==> config.mk <==
export PLATFORM = sky130hd
export DESIGN_NAME = mult_arbiter_flat
export DESIGN_NICKNAME = d
export VERILOG_FILES = /design/src/rtl/mult_arbiter_if.sv /design/src/rtl/mult_arbiter.sv /design/src/flat_wrapper.sv
export SDC_FILE = /design/constraint.sdc
export NUM_CORES = 1
export LEC_CHECK = 0
export ABC_AREA = 1
export CAP_MARGIN = 20
export CORE_MARGIN = 2
export CORE_UTILIZATION = 48
export CTS_CLUSTER_SIZE = 28
export DETAILED_ROUTE_END_ITERATION = 8
export PLACE_DENSITY = 0.83
export SLEW_MARGIN = 10
export SYNTH_ARGS = -nofsm -noshare
export SYNTH_HDL_FRONTEND = slang
export SYNTH_SLANG_ARGS = --single-unit
==> constraint.sdc <==
create_clock -name clk -period 2.4 [get_ports clk]
set_clock_uncertainty 0.05 [all_clocks]
set_input_delay 0.48 -clock clk [delete_from_list [all_inputs] [get_ports clk]]
set_output_delay 0.48 -clock clk [all_outputs]
set_load 0.05 [all_outputs]
==> src/rtl/mult_arbiter_if.sv <==
// ============================================================================
// Module      : mult_arbiter_if
// Description : Requester and multiplier-side signal bundle for mult_arbiter.
// Revision    : 1.0 - initial release
// ============================================================================
`default_nettype none

interface mult_arbiter_if #(
  parameter int NREQ = 4
);
  logic [NREQ-1:0]   req;
  logic [4*NREQ-1:0] op_a;
  logic [4*NREQ-1:0] op_b;
  logic [NREQ-1:0]   ack;
  logic [7:0]        result;
  logic              busy;
  logic              err;
  logic              err_clr;
  logic              m_init;
  logic [3:0]        m_a;
  logic [3:0]        m_b;
  logic [7:0]        m_pp;
  logic              m_done;

  modport slave (
    input  req, op_a, op_b, err_clr, m_pp, m_done,
    output ack, result, busy, err, m_init, m_a, m_b
  );

  modport master (
    output req, op_a, op_b, err_clr, m_pp, m_done,
    input  ack, result, busy, err, m_init, m_a, m_b
  );
endinterface

`default_nettype wire

==> src/rtl/mult_arbiter.sv <==
// ============================================================================
// Module      : mult_arbiter
// Description : Round-robin arbiter/sequencer sharing one 4-bit shift-add
//               multiplier among NREQ requesters, with a WAIT timeout.
// Revision    : 1.0 - initial release
// ============================================================================
`default_nettype none

module mult_arbiter #(
  parameter int NREQ     = 4,
  parameter int INIT_CYC = 2,
  parameter int TIMEOUT  = 63
) (
  input  logic          clk,
  input  logic          rst,
  mult_arbiter_if.slave bus
);

  localparam logic [NREQ-1:0] c_ONE = NREQ'(1);

  typedef enum logic [1:0] {
    S_IDLE = 2'd0,
    S_LOAD = 2'd1,
    S_WAIT = 2'd2,
    S_ACK  = 2'd3
  } state_t;

  state_t          r_state;
  logic [1:0]      r_ptr;
  logic [1:0]      r_gnt;
  logic [7:0]      r_cnt;
  logic [NREQ-1:0] r_ack;
  logic [7:0]      r_result;
  logic            r_busy;
  logic            r_err;
  logic            r_init;
  logic [3:0]      r_a;
  logic [3:0]      r_b;

  logic            w_any;
  logic [1:0]      w_sel;
  logic [2:0]      w_sum;

  // Walk from farthest to nearest candidate so the first one after r_ptr wins.
  always_comb begin
    w_any = 1'b0;
    w_sel = r_ptr;
    w_sum = '0;
    for (int k = NREQ; k >= 1; k--) begin
      w_sum = 3'(r_ptr) + 3'(k);
      if (w_sum >= 3'(NREQ)) begin
        w_sum = w_sum - 3'(NREQ);
      end
      if (bus.req[w_sum[1:0]]) begin
        w_any = 1'b1;
        w_sel = w_sum[1:0];
      end
    end
  end

  always_ff @(posedge clk or negedge rst) begin
    if (!rst) begin
      r_state  <= S_IDLE;
      r_ptr    <= 2'(NREQ - 1);
      r_gnt    <= '0;
      r_cnt    <= '0;
      r_ack    <= '0;
      r_result <= '0;
      r_busy   <= 1'b0;
      r_err    <= 1'b0;
      r_init   <= 1'b0;
      r_a      <= '0;
      r_b      <= '0;
    end else begin
      if (bus.err_clr) begin
        r_err <= 1'b0;
      end
      case (r_state)
        S_IDLE: begin
          if (w_any) begin
            r_gnt   <= w_sel;
            r_ptr   <= w_sel;
            r_a     <= bus.op_a[{w_sel, 2'b00} +: 4];
            r_b     <= bus.op_b[{w_sel, 2'b00} +: 4];
            r_init  <= 1'b1;
            r_busy  <= 1'b1;
            r_cnt   <= '0;
            r_state <= S_LOAD;
          end
        end
        S_LOAD: begin
          if (r_cnt == 8'(INIT_CYC - 1)) begin
            r_init  <= 1'b0;
            r_cnt   <= '0;
            r_state <= S_WAIT;
          end else begin
            r_cnt <= r_cnt + 8'd1;
          end
        end
        S_WAIT: begin
          if (bus.m_done) begin
            r_result <= bus.m_pp;
            r_ack    <= c_ONE << r_gnt;
            r_state  <= S_ACK;
          end else if (r_cnt == 8'(TIMEOUT)) begin
            // Set after the err_clr clear above so a same-cycle timeout wins.
            r_result <= '0;
            r_err    <= 1'b1;
            r_ack    <= c_ONE << r_gnt;
            r_state  <= S_ACK;
          end else begin
            r_cnt <= r_cnt + 8'd1;
          end
        end
        S_ACK: begin
          r_ack   <= '0;
          r_busy  <= 1'b0;
          r_state <= S_IDLE;
        end
        default: r_state <= S_IDLE;
      endcase
    end
  end

  assign bus.ack    = r_ack;
  assign bus.result = r_result;
  assign bus.busy   = r_busy;
  assign bus.err    = r_err;
  assign bus.m_init = r_init;
  assign bus.m_a    = r_a;
  assign bus.m_b    = r_b;

endmodule

`default_nettype wire

==> src/flat_wrapper.sv <==
// flat-port wrapper written by rule: the top's interface ports become plain ports
module mult_arbiter_flat 
#(
  parameter int NREQ     = 4,
  parameter int INIT_CYC = 2,
  parameter int TIMEOUT  = 63
)
  (clk, rst, bus_req, bus_op_a, bus_op_b, bus_err_clr, bus_m_pp, bus_m_done, bus_ack, bus_result, bus_busy, bus_err, bus_m_init, bus_m_a, bus_m_b);
  mult_arbiter_if #(.NREQ(NREQ)) bus_i ();
  input  logic clk;
  input  logic rst;
  input wire logic [$bits(bus_i.req)-1:0] bus_req;
  input wire logic [$bits(bus_i.op_a)-1:0] bus_op_a;
  input wire logic [$bits(bus_i.op_b)-1:0] bus_op_b;
  input wire logic [$bits(bus_i.err_clr)-1:0] bus_err_clr;
  input wire logic [$bits(bus_i.m_pp)-1:0] bus_m_pp;
  input wire logic [$bits(bus_i.m_done)-1:0] bus_m_done;
  output wire logic [$bits(bus_i.ack)-1:0] bus_ack;
  output wire logic [$bits(bus_i.result)-1:0] bus_result;
  output wire logic [$bits(bus_i.busy)-1:0] bus_busy;
  output wire logic [$bits(bus_i.err)-1:0] bus_err;
  output wire logic [$bits(bus_i.m_init)-1:0] bus_m_init;
  output wire logic [$bits(bus_i.m_a)-1:0] bus_m_a;
  output wire logic [$bits(bus_i.m_b)-1:0] bus_m_b;
  assign bus_i.req = bus_req;
  assign bus_i.op_a = bus_op_a;
  assign bus_i.op_b = bus_op_b;
  assign bus_i.err_clr = bus_err_clr;
  assign bus_i.m_pp = bus_m_pp;
  assign bus_i.m_done = bus_m_done;
  assign bus_ack = bus_i.ack;
  assign bus_result = bus_i.result;
  assign bus_busy = bus_i.busy;
  assign bus_err = bus_i.err;
  assign bus_m_init = bus_i.m_init;
  assign bus_m_a = bus_i.m_a;
  assign bus_m_b = bus_i.m_b;
  mult_arbiter #(.NREQ(NREQ), .INIT_CYC(INIT_CYC), .TIMEOUT(TIMEOUT)) u_core (.clk(clk), .rst(rst), .bus(bus_i));
endmodule
* Word-level counts from Yosys, hierarchy flattened
Index checks and enable logic that the tools add are counted.
** Word-level totals
- Bits in registers :: 37
- Latch bits :: 0
- Bits in writable memories :: 0
- Memory bits (read-only) :: 0
- Input bits :: 48
- Output and inout bits :: 23
- Word-level logic and storage cells :: 97
- Memories kept :: 0
** Cells by class
- Add/sub/neg operators :: 9
- $mul :: 0
- Div/mod/pow operators :: 0
- Magnitude comparators :: 8
- Equality and inequality tests :: 10
- Shift operators :: 3
- Muxes and demuxes :: 43
- Bitwise gates (word level) :: 0
- Reductions and logical operators :: 13
** Operator list (number)
- 8-bit two-way mux :: 6
- 16-bit by 5-bit indexed part select with 4-bit output :: 2
- 2-bit two-way mux :: 12
- 8-bit one-hot mux with 3 select lines :: 1
- 1-bit two-way mux :: 14
- 3-bit >= comparator, second input constant :: 4
- 2-bit by 3-bit less-than comparator with 1-bit output, second input constant :: 4
- 8-bit by 1-bit adder with 8-bit output, second input constant :: 1
- 1-bit binary-select mux with 2-bit select :: 4
- 8-bit by 1-bit == test with 1-bit output, second input constant :: 1
- 8-bit by 6-bit == test with 1-bit output, second input constant :: 1
- 4-bit two-way mux :: 2
- 2-bit one-hot mux with 4 select lines :: 1
- 4-bit one-hot mux with 2 select lines :: 1
- 2-bit AND reduction :: 4
- 2-bit nonzero test :: 4
- 2-bit by 1-bit subtractor with 2-bit output, second input constant :: 4
- 2-bit by 2-bit adder with 3-bit output, second input constant :: 2
- 3-bit AND reduction :: 2
- 2-bit == test, second input constant :: 2
- 2-bit by 1-bit != test with 1-bit output, second input constant :: 2
- 2-bit != test, second input constant :: 2
- 1-bit one-hot mux with 2 select lines :: 2
- 4-bit AND reduction :: 1
- other kinds (7) :: 7

* Longest topological paths before layout
Gate-level depths: netlist (run 1).
- Depth in word-level cells :: 11
- Gate-level depth with buffers :: 15

* Worst setup path before layout (run 1)
No wires, ideal clock.
- Path kind :: reg2reg
- Start :: register u_core.r_ptr[0]
- End :: register u_core.r_a[0] (netlist: u_core.bus.m_a[0])
- Library setup time :: 0.118 ns
- Arrival :: 1.608 ns
- Required time :: 2.232 ns
- Setup slack :: 0.624 ns
- Stages on the path, launching flop included :: 16
- Cell sequence :: dfstp_2 > buf_6 > inv_8 > nand2_4 > nand2_2 > nand2_1 > nand2_2 > nand2_4 > nand2_4 > nand2_4 > buf_6 > nand3_1 > nand3_1 > nand2_1 > nand2_1 > nand2_1
** On the way
- Cells in the longest elaborated chain, start to end :: 10
** RTL lines
- from (decl) :: line mult_arbiter.sv:29 : logic [1:0] r_ptr;
- from (signal assigned) :: line mult_arbiter.sv:64 : r_ptr <= 2'(NREQ - 1);
- from (signal assigned) :: line mult_arbiter.sv:82 : r_ptr <= w_sel;
- 2-bit by 3-bit adder with 3-bit output :: line mult_arbiter.sv:50 : w_sum = 3'(r_ptr) + 3'(k);
- 3-bit >= comparator / 2-bit by 1-bit subtractor with 2-bit output (equally long branches) :: line mult_arbiter.sv:51, mult_arbiter.sv:52
- 2-bit two-way mux :: line mult_arbiter.sv:51 : if (w_sum >= 3'(NREQ)) begin
- 1-bit binary-select mux with 2-bit select :: line mult_arbiter.sv:54 : if (bus.req[w_sum[1:0]]) begin
- 1-bit two-way mux (not written as such) :: line mult_arbiter.sv:54
- 2-bit two-way mux / 1-bit two-way mux (equally long branches) (4 in series) :: line mult_arbiter.sv:54
- 16-bit by 5-bit indexed part select with 4-bit output / 2-bit AND reduction (equally long branches)
- to (signal assigned) :: line mult_arbiter.sv:83 : r_a <= bus.op_a[{w_sel, 2'b00} +: 4];
- to (decl) :: line mult_arbiter.sv:37 : logic [3:0] r_a;
Parallel ways exist; a longest one is shown, timed or not. The select of a mux whose other input is x is not followed.
A chain may end at the register's enable or synchronous reset.

* Worst setup path after layout (run 1)
Same ends and word-level chain as after synthesis.

==> results of run 1 <==
-- stage by stage --
step | instances | area [um^2] | hold slack, ns
after floorplan | 344 | 2500 | 0.134
after global routing | 489 | 3340 | 0.280
after global placement | 481 | 3260 | 0.403
final | 489 | 3340 | 0.212
after detailed placement | 481 | 3260 | 0.412
after CTS | 489 | 3340 | 0.244
-- worst reg2reg max path: cells and delay by family (launching register included) --
| kind | cells | cell delay (ns) |
|---|---|---|
| flip-flops | 1 | 0.70 |
| AND/OR/NAND/NOR | 12 | 1.16 |
| buffers and inverters | 1 | 0.09 |
-- cell families (layout without fill, tap and decap cells) --
family	count (synthesis)	after routing	share of synthesized area (%)
adders and majority gates	7	7	3.50
and+or+nand+nor	192	192	38.6
xor gates and xnor gates	3	3	1.05
DFF	37	37	37.1
AOI/OAI and AO/OA	32	32	7.04
buffers and inverters	73	148	12.7
-- area by class of cell --
type	count	area (um^2)	area share, %
clock buffers	6	72.6	2.17
well taps	70	87.6	2.62
flip-flops and latches	37	928	27.8
repair buffers	73	718	21.5
multi-input cells	234	1260	37.6
clock inverters	2	10.0	0.300
inverters	67	267	7.98
-- flip-flops by register name, indices dropped and copies added, names as in the netlist --
name	count
u_core.bus.ack	4
u_core.bus.busy	1
u_core.bus.err	1
u_core.bus.m_a	4
u_core.bus.m_b	4
u_core.bus.m_init	1
u_core.bus.result	8
u_core.r_cnt	8
u_core.r_gnt	2
u_core.r_ptr	2
u_core.r_state	2
-- path summary, 6_finish.rpt --
kind,from,end,slack (ns),cells after the start
worst max-delay path,u_core.r_ptr[0],u_core.bus.m_a[0],0.28,13
worst min-delay path,rst,u_core.bus.result[1],0.21,1
worst max register to register,u_core.r_ptr[0],u_core.bus.m_a[0],0.28,13
worst min register to register,u_core.bus.result[1],u_core.bus.result[1],0.43,2
max in group asynchronous,rst,u_core.r_cnt[7],1.58,1
min in group clk,u_core.bus.result[1],u_core.bus.result[1],0.43,2
-- synth_stat cells (all sizes together) --
| cell | instances |
|---|---|
| inv | 67 |
| nor2 | 13 |
| o21bai | 1 |
| ha | 7 |
| a21oi | 9 |
| nand4 | 5 |
| dfstp | 2 |
| xor2 | 3 |
| o21ai | 21 |
| and2 | 3 |
| o21a | 1 |
| nor3b | 1 |
| nand2 | 108 |
| nand3 | 60 |
| buf | 4 |
| dfrtp | 35 |
| clkbuf | 2 |
| nor3 | 2 |
-- metal layers --
layer	GRT usage, %	part of all wire [%]	vias to the layer above	wire (um)
li1	-	-	1223	-
met2	37.9	52	64	3030
met3	3.20	3.8	11	223
met4	8.18	1.8	0	105
met1	25.7	42	1169	2450
met5	0	0	-	0
-- where the power goes --
part	switching (W)	internal, W	leakage, nW
logic	0.00218	0.00108	1.20
registers	0.000203	0.000889	0.469
clock network	0.000217	0.000201	0.0450
==> results.sh, run 1 <==
export IMPL_outcome="completed"
export IMPL_insertion_delay_ns=0.29
export IMPL_pin_count=71
export IMPL_antenna_found_initial=0
export IMPL_ys_seq_area_share_pct=37.1
export IMPL_cts_tree="done"
export IMPL_finalSetupViolations=0
export IMPL_min_period_ns=2.12
export IMPL_cts_resized=0
export IMPL_relSlewSlack_pct=47.7
export IMPL_cts_buffer_depth=2
export IMPL_diodes=0
export IMPL_crit_top_cell="nand2_1"
export IMPL_viasPerCell=5.04
export IMPL_rsz0062_at_grt="no"
export IMPL_grt_overflow=0
export IMPL_wl_mm=5.82
export IMPL_worst_slew_pin_transition_ns=0.784
export IMPL_die_w_um=76.2
export IMPL_grt_max_degree=38
export IMPL_cp_num_buf_inv=1
export IMPL_fp_dieH_um=76.2
export IMPL_vias=2467
export IMPL_ant_nets=0
export IMPL_timing_critical_path_max_delay_family="simple AND/OR/NAND/NOR gates"
export IMPL_synthTopCellsByArea="dfrtp_1 (35%), nand2_1 (14%), nand3_1 (11%)"
export IMPL_timing_final_max_slew_violations=0
export IMPL_htreeDepth=2
export IMPL_die_area_mm2=0.00581
export IMPL_mostFrequentLayoutCells="nand2_1 (92), clkdlybuf4s50_1 (69), inv_1 (59), nand3_1 (53), dfrtp_1 (35)"
export IMPL_fin_tns_setup_ns=0
export IMPL_drtIter0Drc=126
export IMPL_final_common_cell="nand2_1"
export IMPL_coreArea_mm2=0.00507
export IMPL_ir_worst_vdd_uv=959
export IMPL_p_leak_nw=1.71
export IMPL_gp_congestion=0.933
export IMPL_cts_root_buffer="clkbuf_8"
export IMPL_dp_slack_ns=0.0495
export IMPL_p_per_area_mw_per_mm2=1430
export IMPL_synth_cell_types=32
export IMPL_end_kind="flop"
export IMPL_row_count=26
export IMPL_dp_hpwl_mm=4.54
export IMPL_post_cts_buffers=0
export IMPL_start_kind="flop"
export IMPL_syn_num_nets=399
export IMPL_setup_ws_ns=0.280
export IMPL_cp_max_fo=18
export IMPL_cts_made_buffers=5
export IMPL_worst_ep_required_time_ns=2.53
export IMPL_avgSynthCellArea_um2=7.28
export IMPL_drc=0
export IMPL_grt_pass1_wl_mm=10.3
export IMPL_fillerInstances=457
export IMPL_ys_seq_elements=37
export IMPL_nets=473
export IMPL_clk_pin_slew_ns=0.08
export IMPL_fmax_mhz=472
export IMPL_power_w=0.00477
export IMPL_wl_per_cell_um=11.9
export IMPL_postSynthCellCount=344
export IMPL_start_util_pct=49.4
export IMPL_cts_sinks=37
export IMPL_cp_arrival_ns=2.25
export IMPL_cpPeakStageDelay_ns=0.70
export IMPL_yosysTopAreaCell="dfrtp_1"
export IMPL_fin_util_pct=65.8
export IMPL_path_cells="inv_8 > nand2_4 > nand2_2 > nand2_1 > nand2_2 > nand2_4 > nand3_4 > nand2_2 > nand2_1 > nand3_1 > nand2_1 > nand2_1 > nand2_1"
export IMPL_first_pass_iters=4
export IMPL_syn_area_mm2=0.00250
export IMPL_layout_drive_gt1_share_pct=12.2
export IMPL_port_buffers=70
export IMPL_period_share_pct=88.3
export IMPL_grt_pass1_vias=2450
export IMPL_crit_slowest_cell="dfstp_2"
export IMPL_hold_viol_final=0
export IMPL_drv_cap=0
export IMPL_hp_class="input port to async pin"
export IMPL_yosysTopAreaCellShare_pct=35.0
export IMPL_yosysWarnings=0
export IMPL_cts_hold_buf=0
export IMPL_crit_type="flop to flop"
export IMPL_syn2layout_area_growth_pct=33.4
export IMPL_track_usage_pct=21.2
(Power assumes the default switching activity.)
==> run 2, diff against run 1 <==
CORE_ASPECT_RATIO = 1.2   (was not set)
==> run 2 against run 1 <==
Via count fell by 6.5%. Clock-buffer cell count rose by 1. Register-to-register slack barely moved. Non-clock buffer count fell by 2. Largest cell class unchanged. Maximum frequency rose by 0.45%. Critical path type unchanged. Critical endpoint unchanged.
==> results.sh, run 2 (synthesized netlist as in run 1, its figures left out) <==
export IMPL_cts_root_buffer="clkbuf_8"
export IMPL_fin_tns_setup_ns=0
export IMPL_vias=2306
export IMPL_port_buffers=70
export IMPL_viasPerCell=4.83
export IMPL_fp_dieH_um=83.1
export IMPL_diodes=0
export IMPL_outcome="completed"
export IMPL_r2r_end="u_core.bus.m_a[0]"
export IMPL_nets=471
export IMPL_gp_congestion=0.867
export IMPL_drv_cap=0
export IMPL_die_w_um=69.9
export IMPL_row_count=28
export IMPL_coreArea_mm2=0.00497
export IMPL_r2r_slack_ns=0.29
export IMPL_insertion_delay_ns=0.29
export IMPL_wl_mm=5.58
export IMPL_period_share_pct=87.9
export IMPL_cts_buffer_depth=2
export IMPL_finalSetupViolations=0
export IMPL_timing_final_max_slew_violations=0
export IMPL_cts_hold_buf=0
export IMPL_start_kind="flop"
export IMPL_track_usage_pct=20.2
export IMPL_htreeDepth=2
export IMPL_final_common_cell="nand2_1"
export IMPL_layout_drive_gt1_share_pct=12.0
export IMPL_rr_startpoint="u_core.r_ptr[0]"
export IMPL_cts_sinks=37
export IMPL_drtIter0Drc=78
export IMPL_grt_pass1_vias=2301
export IMPL_end_kind="flop"
export IMPL_p_per_area_mw_per_mm2=1430
export IMPL_cp_endpoint="u_core.bus.m_a[0]"
export IMPL_pin_count=71
export IMPL_hold_viol_final=0
export IMPL_clk_pin_slew_ns=0.07
export IMPL_cp_arrival_ns=2.23
export IMPL_min_period_ns=2.11
export IMPL_post_cts_buffers=0
export IMPL_fin_util_pct=67.0
export IMPL_p_leak_nw=1.71
export IMPL_cts_resized=0
export IMPL_antenna_found_initial=0
export IMPL_grt_overflow=0
export IMPL_drc=0
export IMPL_ir_worst_vdd_uv=963
export IMPL_die_area_mm2=0.00581
export IMPL_start_util_pct=50.4
export IMPL_cts_made_buffers=5
export IMPL_syn2layout_area_growth_pct=33.0
export IMPL_hp_class="input port to async pin"
export IMPL_ant_nets=0
export IMPL_worstRegToRegCells=13
export IMPL_relSlewSlack_pct=46.4
export IMPL_worst_ep_required_time_ns=2.52
export IMPL_dp_hpwl_mm=4.28
export IMPL_cts_tree="done"
export IMPL_fmax_mhz=474
export IMPL_grt_pass1_wl_mm=9.83
export IMPL_rsz0062_at_grt="no"
export IMPL_first_pass_iters=4
export IMPL_crit_type="flop to flop"
export IMPL_wl_per_cell_um=11.7
export IMPL_mostFrequentLayoutCells="nand2_1 (92), clkdlybuf4s50_1 (69), inv_1 (59), nand3_1 (53), dfrtp_1 (35)"
export IMPL_worst_slew_pin_transition_ns=0.804
export IMPL_cp_max_fo=18
export IMPL_grt_max_degree=38
export IMPL_startpoint="u_core.r_ptr[0]"
[run 2: layer usage]
layer,wire length (um),vias up,track usage (%)
li1,-,1223,-
met1,2490,1004,24.6
met2,2680,70,36.1
met3,320,9,3.64
met4,94,0,5.94
met5,0,-,0
[run 2: through the flow]
step | worst slack [ns] | hold slack [ns] | instance area [um^2] | std cells | power, W
after floorplan | 0.624 | 0.134 | 2500 | 344 | 0.00358
after global placement | 0.103 | 0.407 | 3230 | 469 | 0.00425
after detailed placement | 0.0613 | 0.408 | 3230 | 469 | 0.00432
after CTS | 0.286 | 0.250 | 3330 | 477 | 0.00481
after global routing | 0.0779 | 0.291 | 3330 | 477 | 0.00520
final | 0.290 | 0.216 | 3330 | 477 | 0.00477
[run 2: worst max-delay path, cell delays in order (launching register included)]
cell	delay, ns
dfstp_2	0.70
inv_8	0.09
nand2_4	0.06
nand2_2	0.07
nand2_1	0.08
nand2_2	0.10
nand2_4	0.11
nand3_4	0.20
nand2_2	0.22
nand2_1	0.08
nand3_1	0.07
nand2_1	0.05
nand2_1	0.05
nand2_1	0.05
[run 2: worst min-delay path by stage]
stage	to	slack (ns)	cells after the start
finish	u_core.bus.result[6]	0.22	1
global route	u_core.bus.result[2]	0.29	1
detailed placement	u_core.bus.result[5]	0.41	2
CTS	u_core.bus.result[6]	0.25	1
floorplan	u_core.bus.ack[0]	0.13	0
global placement	u_core.bus.result[5]	0.41	2
[run 2: layout make-up]
cell class,instances,area (um^2)
well taps,60,75.1
repair buffers,71,703
clock inverters,1,5.00
flip-flops and latches,37,928
inverters,67,267
multi-input cells,234,1260
clock buffers,7,96.3
fillers,452,1640
[run 2: where the power goes]
group          switching [W]  leakage (nW)  internal [W]
Sequential          0.000192         0.469      0.000889
Combinational        0.00216          1.19       0.00107
Clock               0.000206        0.0542      0.000259
